**src/rtl/alu_pkg.sv**
```systemverilog
// Shared ALU definitions: function codes used by the CPU core's ALU and the
// state encoding of the sequencing divider that borrows it.
package alu_pkg;

  localparam logic [5:0] ALU_SEL_ADD  = 6'h20;
  localparam logic [5:0] ALU_SEL_SUB  = 6'h21;
  localparam logic [5:0] ALU_SEL_AND  = 6'h24;
  localparam logic [5:0] ALU_SEL_OR   = 6'h25;
  localparam logic [5:0] ALU_SEL_XOR  = 6'h26;
  localparam logic [5:0] ALU_SEL_NOR  = 6'h27;
  localparam logic [5:0] ALU_SEL_SLT  = 6'h2a;
  localparam logic [5:0] ALU_SEL_SLTU = 6'h2b;
  localparam logic [5:0] ALU_SEL_BT   = 6'h2c;

  typedef enum logic [2:0] {
    IDLE,
    CMP,
    SUB,
    FIXUP,
    DONE
  } div_state_t;

endpackage

```
**src/rtl/alu_div_seq_if.sv**
```systemverilog
// Bundle of the divider's request/result signals and its borrowed-ALU port.
// signed_op exists only when ALU_DIV_SIGNED_EN is defined.
interface alu_div_seq_if #(parameter int WIDTH = 16);

  logic             start;
  logic [WIDTH-1:0] dividend;
  logic [WIDTH-1:0] divisor;
`ifdef ALU_DIV_SIGNED_EN
  logic             signed_op;
`endif
  logic             busy;
  logic             done;
  logic [WIDTH-1:0] quotient;
  logic [WIDTH-1:0] remainder;
  logic             div_by_zero;
  logic             alu_req;
  logic             alu_gnt;
  logic [5:0]       alu_sel;
  logic [WIDTH-1:0] alu_a;
  logic [WIDTH-1:0] alu_b;
  logic [WIDTH-1:0] alu_out;

  modport master (
    output start, dividend, divisor,
`ifdef ALU_DIV_SIGNED_EN
    output signed_op,
`endif
    output alu_gnt, alu_out,
    input  busy, done, quotient, remainder, div_by_zero,
    input  alu_req, alu_sel, alu_a, alu_b
  );

  modport slave (
    input  start, dividend, divisor,
`ifdef ALU_DIV_SIGNED_EN
    input  signed_op,
`endif
    input  alu_gnt, alu_out,
    output busy, done, quotient, remainder, div_by_zero,
    output alu_req, alu_sel, alu_a, alu_b
  );

endinterface

```
**src/rtl/alu_div_seq_sign_fix.sv**
```systemverilog
// Sign handling for signed division (used only under ALU_DIV_SIGNED_EN):
// operand magnitudes at start, result negation after the unsigned core.
module alu_div_sign_fix #(parameter int WIDTH = 16) (
  input  logic             i_signedOp,
  input  logic [WIDTH-1:0] i_dividend,
  input  logic [WIDTH-1:0] i_divisor,
  output logic [WIDTH-1:0] o_dividendMag,
  output logic [WIDTH-1:0] o_divisorMag,
  output logic             o_negQuo,
  output logic             o_negRem,
  input  logic             i_negQuo,
  input  logic             i_negRem,
  input  logic [WIDTH-1:0] i_quo,
  input  logic [WIDTH-1:0] i_rem,
  output logic [WIDTH-1:0] o_quo,
  output logic [WIDTH-1:0] o_rem
);

  logic w_dividendNeg;
  logic w_divisorNeg;

  assign w_dividendNeg = i_signedOp & i_dividend[WIDTH-1];
  assign w_divisorNeg  = i_signedOp & i_divisor[WIDTH-1];

  // The most negative value maps onto itself, which reads correctly as unsigned
  assign o_dividendMag = w_dividendNeg ? -i_dividend : i_dividend;
  assign o_divisorMag  = w_divisorNeg  ? -i_divisor  : i_divisor;

  assign o_negQuo = w_dividendNeg ^ w_divisorNeg;
  assign o_negRem = w_dividendNeg;

  assign o_quo = i_negQuo ? -i_quo : i_quo;
  assign o_rem = i_negRem ? -i_rem : i_rem;

endmodule

```
**src/rtl/alu_div_seq.sv**
```systemverilog
// Restoring divider that borrows the shared ALU (BT to compare, SUB to subtract).
// Define ALU_DIV_SIGNED_EN to add signed_op and a one-cycle FIXUP state.
module alu_div_seq
  import alu_pkg::*;
#(parameter int WIDTH = 16) (
  input logic          clk,
  input logic          rst_n,
  alu_div_seq_if.slave bus
);

  localparam int CW = $clog2(WIDTH) + 1;
  localparam logic [CW-1:0] CNT_INIT = CW'(WIDTH);
  localparam logic [CW-1:0] CNT_ONE  = CW'(1);

  div_state_t       r_state;
  logic [CW-1:0]    r_cnt;
  logic [WIDTH-1:0] r_quo;
  logic [WIDTH-1:0] r_rem;
  logic [WIDTH-1:0] r_rsh;
  logic             r_ovf;
  logic             r_ge;
  logic [WIDTH-1:0] r_div;
  logic             r_aluReq;
  logic [5:0]       r_aluSel;
  logic             r_busy;
  logic             r_done;
  logic [WIDTH-1:0] r_quotient;
  logic [WIDTH-1:0] r_remainder;
  logic             r_dz;

  logic [WIDTH-1:0] w_dividendMag;
  logic [WIDTH-1:0] w_divisorMag;
  logic [WIDTH-1:0] w_remNext;
  logic [WIDTH-1:0] w_quoNext;

`ifdef ALU_DIV_SIGNED_EN
  logic             r_negQuo;
  logic             r_negRem;
  logic             w_negQuo;
  logic             w_negRem;
  logic [WIDTH-1:0] w_fixQuo;
  logic [WIDTH-1:0] w_fixRem;

  alu_div_sign_fix #(.WIDTH(WIDTH)) u_signFix (
    .i_signedOp    (bus.signed_op),
    .i_dividend    (bus.dividend),
    .i_divisor     (bus.divisor),
    .o_dividendMag (w_dividendMag),
    .o_divisorMag  (w_divisorMag),
    .o_negQuo      (w_negQuo),
    .o_negRem      (w_negRem),
    .i_negQuo      (r_negQuo),
    .i_negRem      (r_negRem),
    .i_quo         (r_quo),
    .i_rem         (r_rem),
    .o_quo         (w_fixQuo),
    .o_rem         (w_fixRem)
  );
`else
  assign w_dividendMag = bus.dividend;
  assign w_divisorMag  = bus.divisor;
`endif

  // A wrapped SUB result is still the right remainder when the shift overflowed
  assign w_remNext = r_ge ? bus.alu_out : r_rsh;
  assign w_quoNext = {r_quo[WIDTH-2:0], r_ge};

  always_ff @(posedge clk or negedge rst_n) begin
    if (!rst_n) begin
      r_state     <= IDLE;
      r_cnt       <= '0;
      r_quo       <= '0;
      r_rem       <= '0;
      r_rsh       <= '0;
      r_ovf       <= 1'b0;
      r_ge        <= 1'b0;
      r_div       <= '0;
      r_aluReq    <= 1'b0;
      r_aluSel    <= '0;
      r_busy      <= 1'b0;
      r_done      <= 1'b0;
      r_quotient  <= '0;
      r_remainder <= '0;
      r_dz        <= 1'b0;
`ifdef ALU_DIV_SIGNED_EN
      r_negQuo    <= 1'b0;
      r_negRem    <= 1'b0;
`endif
    end else begin
      case (r_state)
        IDLE: begin
          if (bus.start) begin
            if (bus.divisor == '0) begin
              r_state     <= DONE;
              r_done      <= 1'b1;
              r_quotient  <= '1;
              r_remainder <= bus.dividend;
              r_dz        <= 1'b1;
            end else begin
              r_state  <= CMP;
              r_busy   <= 1'b1;
              r_dz     <= 1'b0;
              r_aluReq <= 1'b1;
              r_aluSel <= ALU_SEL_BT;
              r_div    <= w_divisorMag;
              r_quo    <= w_dividendMag;
              r_rem    <= '0;
              r_rsh    <= {{(WIDTH-1){1'b0}}, w_dividendMag[WIDTH-1]};
              r_ovf    <= 1'b0;
              r_cnt    <= CNT_INIT;
`ifdef ALU_DIV_SIGNED_EN
              r_negQuo <= w_negQuo;
              r_negRem <= w_negRem;
`endif
            end
          end
        end
        CMP: begin
          if (bus.alu_gnt) begin
            r_ge     <= r_ovf | ~bus.alu_out[0];
            r_state  <= SUB;
            r_aluSel <= ALU_SEL_SUB;
          end
        end
        SUB: begin
          if (bus.alu_gnt) begin
            r_rem <= w_remNext;
            r_quo <= w_quoNext;
            r_cnt <= r_cnt - CNT_ONE;
            if (r_cnt == CNT_ONE) begin
              r_aluReq <= 1'b0;
              r_aluSel <= '0;
              r_div    <= '0;
              r_rsh    <= '0;
`ifdef ALU_DIV_SIGNED_EN
              r_state  <= FIXUP;
`else
              r_state     <= DONE;
              r_busy      <= 1'b0;
              r_done      <= 1'b1;
              r_quotient  <= w_quoNext;
              r_remainder <= w_remNext;
`endif
            end else begin
              r_state  <= CMP;
              r_aluSel <= ALU_SEL_BT;
              r_rsh    <= {w_remNext[WIDTH-2:0], w_quoNext[WIDTH-1]};
              r_ovf    <= w_remNext[WIDTH-1];
            end
          end
        end
`ifdef ALU_DIV_SIGNED_EN
        FIXUP: begin
          r_state     <= DONE;
          r_busy      <= 1'b0;
          r_done      <= 1'b1;
          r_quotient  <= w_fixQuo;
          r_remainder <= w_fixRem;
        end
`endif
        DONE: begin
          r_state <= IDLE;
          r_done  <= 1'b0;
        end
        default: r_state <= IDLE;
      endcase
    end
  end

  assign bus.busy        = r_busy;
  assign bus.done        = r_done;
  assign bus.quotient    = r_quotient;
  assign bus.remainder   = r_remainder;
  assign bus.div_by_zero = r_dz;
  assign bus.alu_req     = r_aluReq;
  assign bus.alu_sel     = r_aluSel;
  assign bus.alu_a       = r_div;
  assign bus.alu_b       = r_rsh;

endmodule

```
**src/flat_wrapper.sv**
```systemverilog
// flat-port wrapper written by rule: the top's interface ports become plain ports
module alu_div_seq_flat import alu_pkg::*;
#(parameter int WIDTH = 16)
  (clk, rst_n, bus_start, bus_dividend, bus_divisor, bus_alu_gnt, bus_alu_out, bus_busy, bus_done, bus_quotient, bus_remainder, bus_div_by_zero, bus_alu_req, bus_alu_sel, bus_alu_a, bus_alu_b);
  alu_div_seq_if #(.WIDTH(WIDTH)) bus_i ();
  input logic clk;
  input logic rst_n;
  input wire logic [$bits(bus_i.start)-1:0] bus_start;
  input wire logic [$bits(bus_i.dividend)-1:0] bus_dividend;
  input wire logic [$bits(bus_i.divisor)-1:0] bus_divisor;
  input wire logic [$bits(bus_i.alu_gnt)-1:0] bus_alu_gnt;
  input wire logic [$bits(bus_i.alu_out)-1:0] bus_alu_out;
  output wire logic [$bits(bus_i.busy)-1:0] bus_busy;
  output wire logic [$bits(bus_i.done)-1:0] bus_done;
  output wire logic [$bits(bus_i.quotient)-1:0] bus_quotient;
  output wire logic [$bits(bus_i.remainder)-1:0] bus_remainder;
  output wire logic [$bits(bus_i.div_by_zero)-1:0] bus_div_by_zero;
  output wire logic [$bits(bus_i.alu_req)-1:0] bus_alu_req;
  output wire logic [$bits(bus_i.alu_sel)-1:0] bus_alu_sel;
  output wire logic [$bits(bus_i.alu_a)-1:0] bus_alu_a;
  output wire logic [$bits(bus_i.alu_b)-1:0] bus_alu_b;
  assign bus_i.start = bus_start;
  assign bus_i.dividend = bus_dividend;
  assign bus_i.divisor = bus_divisor;
  assign bus_i.alu_gnt = bus_alu_gnt;
  assign bus_i.alu_out = bus_alu_out;
  assign bus_busy = bus_i.busy;
  assign bus_done = bus_i.done;
  assign bus_quotient = bus_i.quotient;
  assign bus_remainder = bus_i.remainder;
  assign bus_div_by_zero = bus_i.div_by_zero;
  assign bus_alu_req = bus_i.alu_req;
  assign bus_alu_sel = bus_i.alu_sel;
  assign bus_alu_a = bus_i.alu_a;
  assign bus_alu_b = bus_i.alu_b;
  alu_div_seq #(.WIDTH(WIDTH)) u_core (.clk(clk), .rst_n(rst_n), .bus(bus_i));
endmodule
```
**config.mk**
```make
export PLATFORM = sky130hd
export DESIGN_NAME = alu_div_seq_flat
export DESIGN_NICKNAME = d
export VERILOG_FILES = /design/src/rtl/alu_pkg.sv /design/src/rtl/alu_div_seq_if.sv /design/src/rtl/alu_div_seq_sign_fix.sv /design/src/rtl/alu_div_seq.sv /design/src/flat_wrapper.sv
export SDC_FILE = /design/constraint.sdc
export NUM_CORES = 1
export LEC_CHECK = 0
export BUFFER_PORTS_ARGS = -buffer_cell sky130_fd_sc_hd__buf_2
export CAP_MARGIN = 20
export CORE_MARGIN = 10
export CORE_UTILIZATION = 52
export DETAILED_ROUTE_END_ITERATION = 6
export PLACE_DENSITY = 0.8
export SETUP_SLACK_MARGIN = 0.02
export SKIP_CTS_REPAIR_TIMING = 1
export SKIP_LAST_GASP = 1
export SLEW_MARGIN = 40
export SYNTH_ARGS = -nofsm -noshare
export SYNTH_HDL_FRONTEND = slang
export SYNTH_SLANG_ARGS = --single-unit
```
**constraint.sdc**
```tcl
create_clock -name clk -period 2.2 [get_ports clk]
set_input_delay 0.22 -clock clk [delete_from_list [all_inputs] [get_ports clk]]
set_output_delay 0.22 -clock clk [all_outputs]
set_load 0.01 [all_outputs]
```
==> results.md, run 1 <==
- Status: finished clean
- Layout area overhead: 22.4%
- Inserted Clock Buffers: 9
- Vias per inst: between 5 and 6
- Tot Pwr: 0.00739 W
- Worst-skew pair later-pin latency: ~0.37 ns
- Final Setup Violations: 0
- Register area share after synthesis: around 56%
- Clk root buf: clkbuf_8
- Worst-margin pin slew: 0.646 ns
- Die width: 110 um
- Critical path class: reg2reg
- Static leakage: 2.75 nW
- Fin crit share: 89.6%
- Boundary Pins: 126
- Maximum VDD drop: 573 uV
- Post-DRT Antenna Nets: 0
- Netlist cell types: 36
- FMAX: 507 MHz
- Port bufs: 123
- Reg area: ~0.0024 mm2
- Slew Limit Fails: 0
- Worst slack at placement: 0.144 ns
- Setup WS post-layout: 0.229 ns
- Synth warnings: 0
- Cell family with most CP delay: simple AND/OR/NAND/NOR gates
- DRT Pass-1 Iters: 4
- Final GP Congestion: approximately 0.88
- Hold Violations, Final: 0
- Max Root-Sink Buffers: 2
- Ys flop type: dfrtp_1
- Power Density: 1420 mW/mm2
- Diodes inserted: 0
- Initial antenna violation count: 0
- Largest net degree at the start of global routing: 61
- CP Capture Type: register
- Die height: 110 um
- Die ar.: 0.0122 mm2
- Critical path's slowest cell: and2_1
- Worst path required time: 2.45 ns
- Asr flop ratio synth: 100%
- Core ar.: a little under 0.008 mm2
- HPWL Detailed: 8.25 mm
- CP Max Fanout: 11
- Final Net Count: around 600
- First-pass GRT wire length: around 19 mm
- Synthesized area per cell: approximately 10 um2
- Synth Cell Area: between 0.004 and 0.005 mm2
- CP bufs+invs: 0
- MaxCap Viol Count: 0
- CTS tree: built
- Startpoint types: register
- Share of cells above drive strength 1: 31.8%
- Row count: 32
- Sink Count: 95
- Vias post-DR: ~3600
- DRC: 0
- Clock slew at reported path FFs: 0.09 ns
- Grt ovf: 0
- GRT Total Usage: between 10% and 20%
- H-Tree Depth: 3
- Syn Inst Count: 424
- Fin cells: 649
- CP arrival: 2.22 ns
- Tmin final: 1.97 ns
- Max_slew headroom: 56.9%
- Crit path cell chain: nor2_1 > and2_1 > nand2_1 > nand3b_1 > mux2_2
- Fill cell count: about 660
- Hold WS: 0.0913 ns
- Final wirelength: roughly 11 mm
- Post-synth EDFFs: 0
- Worst path max stage delay: 0.47 ns
- Setup_tns: 0 ns
- Vias in the first global route: around 3700
- Multi-input gate area: roughly 0.0017 mm2
- Seq cells post-synth: 95
- Initial core utilization: 54.2%
- Worst Skew: around 0.016 ns
- Routed len/inst: 17.6 um
- Unrepaired setup endpoints after global routing: no
- # placed instances: 632
- First DRT Iteration DRCs: 170
- Hold Crit Class: in2reg
-- power breakdown --
part	total, W	switching, W	leakage [nW]	internal, W
Sequential	0.00298	0.000505	1.19	0.00247
Combinational	0.00334	0.00191	1.48	0.00143
Clock	0.00107	0.000621	0.0861	0.000450
Total	0.00739	0.00304	2.75	0.00435
-- cells in the final DEF, fill, tap and decap left out, types with 2 or more instances in the layout --
| cell type | Yosys | final |
|---|---|---|
| buf_2 | 16 | 122 |
| nand3b_1 | 2 | 2 |
| buf_4 | 4 | 12 |
| mux2i_1 | 3 | 3 |
| o31ai_1 | 18 | 18 |
| buf_12 | 0 | 3 |
| or3_1 | 2 | 2 |
| nor2_1 | 22 | 22 |
| clkinv_4 | 0 | 2 |
| dfrtp_1 | 95 | 95 |
| inv_1 | 7 | 7 |
| nand2_1 | 92 | 92 |
| nand4_1 | 2 | 2 |
| clkinvlp_4 | 0 | 2 |
| conb_1 | 1 | 2 |
| o21ai_0 | 28 | 28 |
| clkbuf_8 | 0 | 10 |
| a22o_1 | 16 | 16 |
| a21oi_1 | 34 | 34 |
| mux2_2 | 17 | 17 |
| ha_1 | 2 | 2 |
| a21o_1 | 30 | 30 |
| nor4_1 | 5 | 5 |
| nor3b_1 | 2 | 2 |
-- sequential cells by signal (all words and copies together), names as in the netlist, 3 cells and up --
signal / flops
u_core.bus.alu_sel: 3
u_core.r_cnt: 5
u_core.bus.quotient: 16
u_core.bus.alu_b: 16
u_core.bus.alu_a: 16
u_core.r_quo: 15
u_core.bus.remainder: 16
u_core.r_state: 3
-- synth_stat cells (2+ instances only) --
cell	n	share of area (%)
or3_1	2	0.29
buf_1	3	0.26
mux2_2	17	4.5
nor2_1	22	1.9
nand4_1	2	0.29
nand3b_1	2	0.35
dfrtp_1	95	56
a21o_1	30	5.3
o31ai_1	18	3.2
mux2i_1	3	0.71
buf_2	16	1.9
ha_1	2	0.59
o21ai_0	28	3.3
a21oi_1	34	4.0
a22o_1	16	3.3
nor3b_1	2	0.35
clkbuf_1	9	0.79
buf_4	4	0.71
inv_1	7	0.62
nand2_1	92	8.1
nor4_1	5	0.74
-- cells by family (layout without fill, tap and decap cells) --
| logic type | Yosys count | count (layout) | synth area share (%) |
|---|---|---|---|
| mux | 20 | 20 | 5.21 |
| simple gates | 135 | 135 | 13.9 |
| other cells | 1 | 2 | 0.0882 |
| buf+inv | 39 | 161 | 4.26 |
| compound gates | 132 | 132 | 20.1 |
| fa+ha+maj | 2 | 2 | 0.588 |
| flops | 95 | 95 | 55.9 |
-- worst register-to-register path, cell delays in order, from the launching register on --
cell,delay [ns]
dfrtp_1,0.46
nor2_1,0.23
and2_1,0.47
nand2_1,0.16
nand3b_1,0.18
mux2_2,0.36
-- final timing paths --
check / startpoint / end / slack, ns / cells after the start
max: u_core.r_state[0] / u_core.r_ovf / 0.23 / 5
min: bus_divisor[10] / u_core.bus.alu_a[10] / 0.09 / 2
max reg2reg: u_core.r_state[0] / u_core.r_ovf / 0.23 / 5
min reg2reg: u_core.bus.remainder[10] / u_core.bus.remainder[10] / 0.48 / 1
max in group asynchronous: rst_n / u_core.bus.alu_b[14] / 1.17 / 3
min in group asynchronous: rst_n / u_core.bus.remainder[5] / 0.35 / 2
-- area by class of cell --
class / instances / area share [%]
sequential: 95 / 45.6
multi-input combinational: 291 / 33.1
timing repair buffer: 138 / 14.8
clock buffer: 11 / 2.71
tap: 102 / 2.45
clock inverter: 5 / 0.793
inverter: 7 / 0.504
-- routing by layer --
metal  up-vias  GRT usage, %  share of wire (%)  wire length [um]
met5         -             0                  0                 0
met3        17          4.97                5.4               616
li1       1704             -                  -                 -
met1      1745          22.6                 44              5000
met4         0          6.74                1.7               197
met2       103          30.1                 49              5600
-- per-stage QoR --
step | area, um2 | utilization (%)
after CTS | 5200 | 66.2
final | 5210 | 66.4
after floorplan | 4260 | -
after global placement | 5020 | 63.9
after detailed placement | 5020 | 63.9
after global routing | 5210 | 66.4
Note: power is estimated with default switching activity, not from simulation.
==> inputs of run 2 (changes only) <==
- REMOVE_ABC_BUFFERS: unset -> 1
==> run 2 against run 1 <==
Against the previous run:
- via count fell by 0.98%
- global-route usage shrank 0.64 points
- final cell count down 0.62%
- critical endpoint unchanged
- largest cell class unchanged
==> results.md, run 2 (synthesized netlist as in run 1, its figures left out) <==
- FMAX: 507 MHz
- Status: finished clean
- Layout area overhead: 22.4%
- Final wirelength: 11.2 mm
- CP Max Fanout: 8
- Die height: 110 um
- # placed instances: 628
- Initial core utilization: 54.2%
- Row count: 32
- Final GP Congestion: 0.864
- Sink Count: 95
- Boundary Pins: 126
- Startpoint types: register
- Net Sw Frac: 40.9%
- CTS tree: built
- Worst path required time: around 2.4 ns
- Die width: 110 um
- Reg area: 0.00238 mm2
- Multi-input gate area: 0.00173 mm2
- Gate power share: 45.4%
- Unrepaired setup endpoints after global routing: no
- Slew Limit Fails: 0
- Tmin final: 1.97 ns
- Clock power frac: between 10% and 20%
- Final Setup Violations: 0
- MaxCap Viol Count: 0
- Final Net Count: 592
- Int Power: roughly 0.0044 W
- Largest net degree at the start of global routing: 66
- Hold Crit Class: in2reg
- DRC: 0
- Port bufs: 123
- Setup WS post-layout: about 0.23 ns
- Post-DRT Antenna Nets: 0
- Fin cells: 645
- Critical path class: reg2reg
- Clk root buf: clkbuf_8
- HPWL Detailed: 7.97 mm
- Leading cell type in the layout, fill and taps excluded: buf_2
- Share of cells above drive strength 1: 31.5%
- Fill cell count: 649
- Clock slew at reported path FFs: 0.09 ns
- Initial antenna violation count: 0
- Worst-margin pin slew: ~0.7 ns
- Static leakage: around 2.7 nW
- DRT Pass-1 Iters: 4
- Worst Skew: 0.0120 ns
- CP arrival: 2.21 ns
- Max Root-Sink Buffers: 2
- Vias post-DR: 3534
- Maximum VDD drop: 661 uV
- Vias per inst: 5.48
- Psw: 0.00302 W
- Inserted Clock Buffers: 9
- Power Density: 1420 mW/mm2
- Max_slew headroom: 53.2%
- Diodes inserted: 0
- GRT Total Usage: 17.7%
- Grt ovf: 0
- First-pass GRT wire length: 18.3 mm
- First DRT Iteration DRCs: 185
- Fin crit share: 89.7%
- Seq pwr share: between 40% and 50%
- Worst slack at placement: 0.101 ns
- Core ar.: 0.00785 mm2
- Worst-skew pair later-pin latency: 0.35 ns
- Die ar.: around 0.012 mm2
- CP Capture Type: register
- Hold Violations, Final: 0
- Vias in the first global route: around 3600
- H-Tree Depth: 3
- Commonest non-fill, non-tap cells in the layout: buf_2 (122), dfrtp_1 (95), nand2_1 (92)
- Routed len/inst: 17.3 um
==> run 2: cell type report <==
class                      instances  share of cell area, %
tap                              102                   2.45
sequential                        95                   45.7
inverter                           7                  0.505
clock inverter                     5                  0.649
clock buffer                      11                   2.72
timing repair buffer             134                   14.7
multi-input combinational        291                   33.3
==> run 2: per-layer routing <==
layer / GRT usage (%) / share of wire (%)
met5: 0 / 0
met4: 6.65 / 1.7
met3: 3.84 / 5.4
met2: 29.0 / 49
met1: 22.3 / 44
==> run 2: worst paths after layout <==
kind	startpoint	end	slack, ns	cells after the start
worst max-delay path	u_core.r_state[1]	u_core.r_ovf	0.23	4
max in group asynchronous	rst_n	u_core.bus.done	1.08	3
worst max register to register	u_core.r_state[1]	u_core.r_ovf	0.23	4
min in group asynchronous	rst_n	u_core.bus.alu_b[15]	0.45	2
worst min-delay path	bus_divisor[10]	u_core.bus.alu_a[10]	0.10	2
worst min register to register	u_core.bus.remainder[5]	u_core.bus.remainder[5]	0.48	1
==> run 2: critical path, stage by stage, from the launching register on <==
cell and delay, ns:
dfrtp_1 0.46, or3_1 0.53, o211ai_1 0.30, nand3b_1 0.22, mux2_2 0.35
==> run 2: through the flow <==
step	total power, W	area [um2]	hold WS (ns)	util (%)	TNS (ns)
6_report	0.00737	5200	0.101	66.3	0
2_1_floorplan	0.00494	4100	-0.0756	-	-88.27
3_3_place_gp	0.00625	5010	0.304	63.9	0
4_1_cts	0.00743	5190	-0.0735	66.1	0
5_1_grt	0.00790	5200	0.107	66.3	0
3_5_place_dp	0.00639	5010	0.309	63.9	0
==> run 2: power groups by stage <==
| stage | logic (W) | clock network, W | registers (W) |
|---|---|---|---|
| after floorplan | 0.00174 | 0 | 0.00320 |
| after global placement | 0.00328 | 0 | 0.00297 |
| after detailed placement | 0.00339 | 0 | 0.00300 |
| after CTS | 0.00339 | 0.00106 | 0.00298 |
| after global routing | 0.00370 | 0.00112 | 0.00308 |
| final | 0.00335 | 0.00104 | 0.00299 |
==> inputs of run 3 (changes only) <==
- CELL_PAD_IN_SITES_DETAIL_PLACEMENT: unset -> 0
- CELL_PAD_IN_SITES_GLOBAL_PLACEMENT: unset -> 2
- CORE_UTILIZATION: 52 -> 31
- CTS_CLUSTER_SIZE: unset -> 25
- PLACE_DENSITY: 0.8 -> unset
- PLACE_DENSITY_LB_ADDON: unset -> 0.1
==> run 3 against run 2 <==
Against the previous run:
- worst setup slack gained 0.020 ns
- utilization shrank 25 points
- clock power grew 57%
- sequential power is essentially flat
==> results.md, run 3 (synthesized netlist as in run 1, its figures left out) <==
- Fin crit share: around nine tenths
- Largest net degree at the start of global routing: 66
- DRC: 0
- Worst Hold Depth: 2
- Fin cells: between 700 and 800
- Vias post-DR: 3557
- Worst path max stage delay: between 0.3 and 0.4 ns
- HP Start: bus_divisor[9]
- Slew Limit Fails: 0
- FF-to-FF path depth: 8
- Leading cell type in the layout, fill and taps excluded: buf_2
- HPWL Detailed: roughly 8.7 mm
- Final GP Congestion: approximately 0.76
- Grt ovf: 0
- Worst Skew: approximately 0.0081 ns
- Boundary Pins: between 100 and 150
- Worst r2r src: u_core.r_cnt[1]
- Startpoint types: register
- Hold Crit Class: in2reg
- CP Max Fanout: 16
- Final wirelength: between 10 and 15 mm
- GRT Total Usage: 13.4%
- Fill cell count: approximately 1400
- Clk root buf: clkbuf_16
- Post-DRT Antenna Nets: 0
- Setup_tns: 0 ns
- RR Endpoint: u_core.bus.alu_a[7]
- Max Root-Sink Buffers: 2
- CP arrival: 2.19 ns
- Routed len/inst: roughly 17 um
- Power Density: about 1500 mW/mm2
- Row count: 42
- MaxCap Viol Count: 0
- Worst path required time: 2.43 ns
- Final Net Count: 596
- Crit-path most repeated cell: inv_1
- Tmin final: 1.95 ns
- Share of cells above drive strength 1: between 30% and 40%
- Hold WS: 0.112 ns
- Die ar.: 0.0188 mm2
- Initial antenna violation count: 1
- Critical path's slowest cell: dfrtp_1
- Critical path class: reg2reg
- Vias per inst: 4.91
- Instance area at placement: 0.00514 mm2
- Layout area overhead: 28.3%
- Status: finished clean
- First DRT Iteration DRCs: just under 200
- Clock slew at reported path FFs: 0.07 ns
- Tot Pwr: 0.00799 W
- Commonest non-fill, non-tap cells in the layout: buf_2 (122), dfrtp_1 (95), nand2_1 (91)
- Hold Violations, Final: 0
- FMAX: 512 MHz
- Port bufs: approximately 120
- DRT Pass-1 Iters: 4
- CTS tree: built
- Static leakage: 2.83 nW
- CP Capture Type: register
- Final instance area: 0.00546 mm2
- Inserted Clock Buffers: 9
- Worst-margin pin slew: 0.653 ns
- Sink Count: between 90 and 100
- # placed instances: 706
- Die height: 137 um
- Unrepaired setup endpoints after global routing: no
- Core ar.: approximately 0.013 mm2
- Crit path cell chain: inv_1 > ha_1 > nor4b_4 > inv_1 > a21oi_1 > o21ai_1 > buf_4 > a22o_1
- Multi-input gate area: ~0.0017 mm2
- Hold endpoint: u_core.bus.alu_a[9]
- Vias in the first global route: 3677
- Initial core utilization: 31.9%
- Die width: 137 um
- Final Setup Violations: 0
- First-pass GRT wire length: between 15 and 20 mm
- H-Tree Depth: 3
- Max_slew headroom: 56.4%
- R2r setup slk: 0.25 ns
- Reg area: 0.00238 mm2
- Worst-skew pair later-pin latency: 0.35 ns
- Maximum VDD drop: 543 uV
run 3: cell type report:
cell class / count / share of cell area, %
tap: 176 / 4.03
clock buffer: 12 / 4.70
clock inverter: 4 / 0.963
antenna: 1 / 0.0459
timing repair buffer: 138 / 14.6
multi-input combinational: 291 / 31.6
inverter: 7 / 0.481
sequential: 95 / 43.6
run 3: critical path: cells and delay by family, from the launching register on:
family,cells,cell delay [ns]
buf+inv,3,0.39
simple gates,1,0.37
fa+ha+maj,1,0.16
flops,1,0.38
compound gates,3,0.53
run 3: layer usage:
layer	up-vias	track usage [%]	wire, um
li1	1715	-	-
met1	1717	16.8	5570
met2	111	20.9	5810
met3	14	4.99	947
met4	0	4.22	171
met5	-	0	0
run 3: worst max path at each step:
stage	startpoint	endpoint	slack [ns]	cells past startpoint
floorplan	u_core.r_state[0]	u_core.bus.quotient[0]	-1.83	4
global placement	bus_divisor[10]	u_core.r_quo[3]	0.20	8
detailed placement	bus_divisor[10]	u_core.r_quo[10]	0.14	8
CTS	u_core.r_cnt[1]	u_core.bus.alu_a[6]	0.24	8
global route	u_core.r_cnt[1]	u_core.bus.alu_a[6]	0.09	8
finish	u_core.r_cnt[1]	u_core.bus.alu_a[7]	0.25	8
run 3: where the power goes:
part           internal, W  switching [W]  leakage, nW
combinational      0.00145        0.00192         1.48
clock             0.000949       0.000682        0.153
sequential         0.00248       0.000514         1.19
total              0.00488        0.00311         2.83
run 3: stage by stage:
stage	setup slack, ns	util [%]
2_1_floorplan	-1.83	-
3_3_place_gp	0.199	38.5
3_5_place_dp	0.143	38.5
4_1_cts	0.238	40.8
5_1_grt	0.0945	40.9
6_report	0.247	40.9
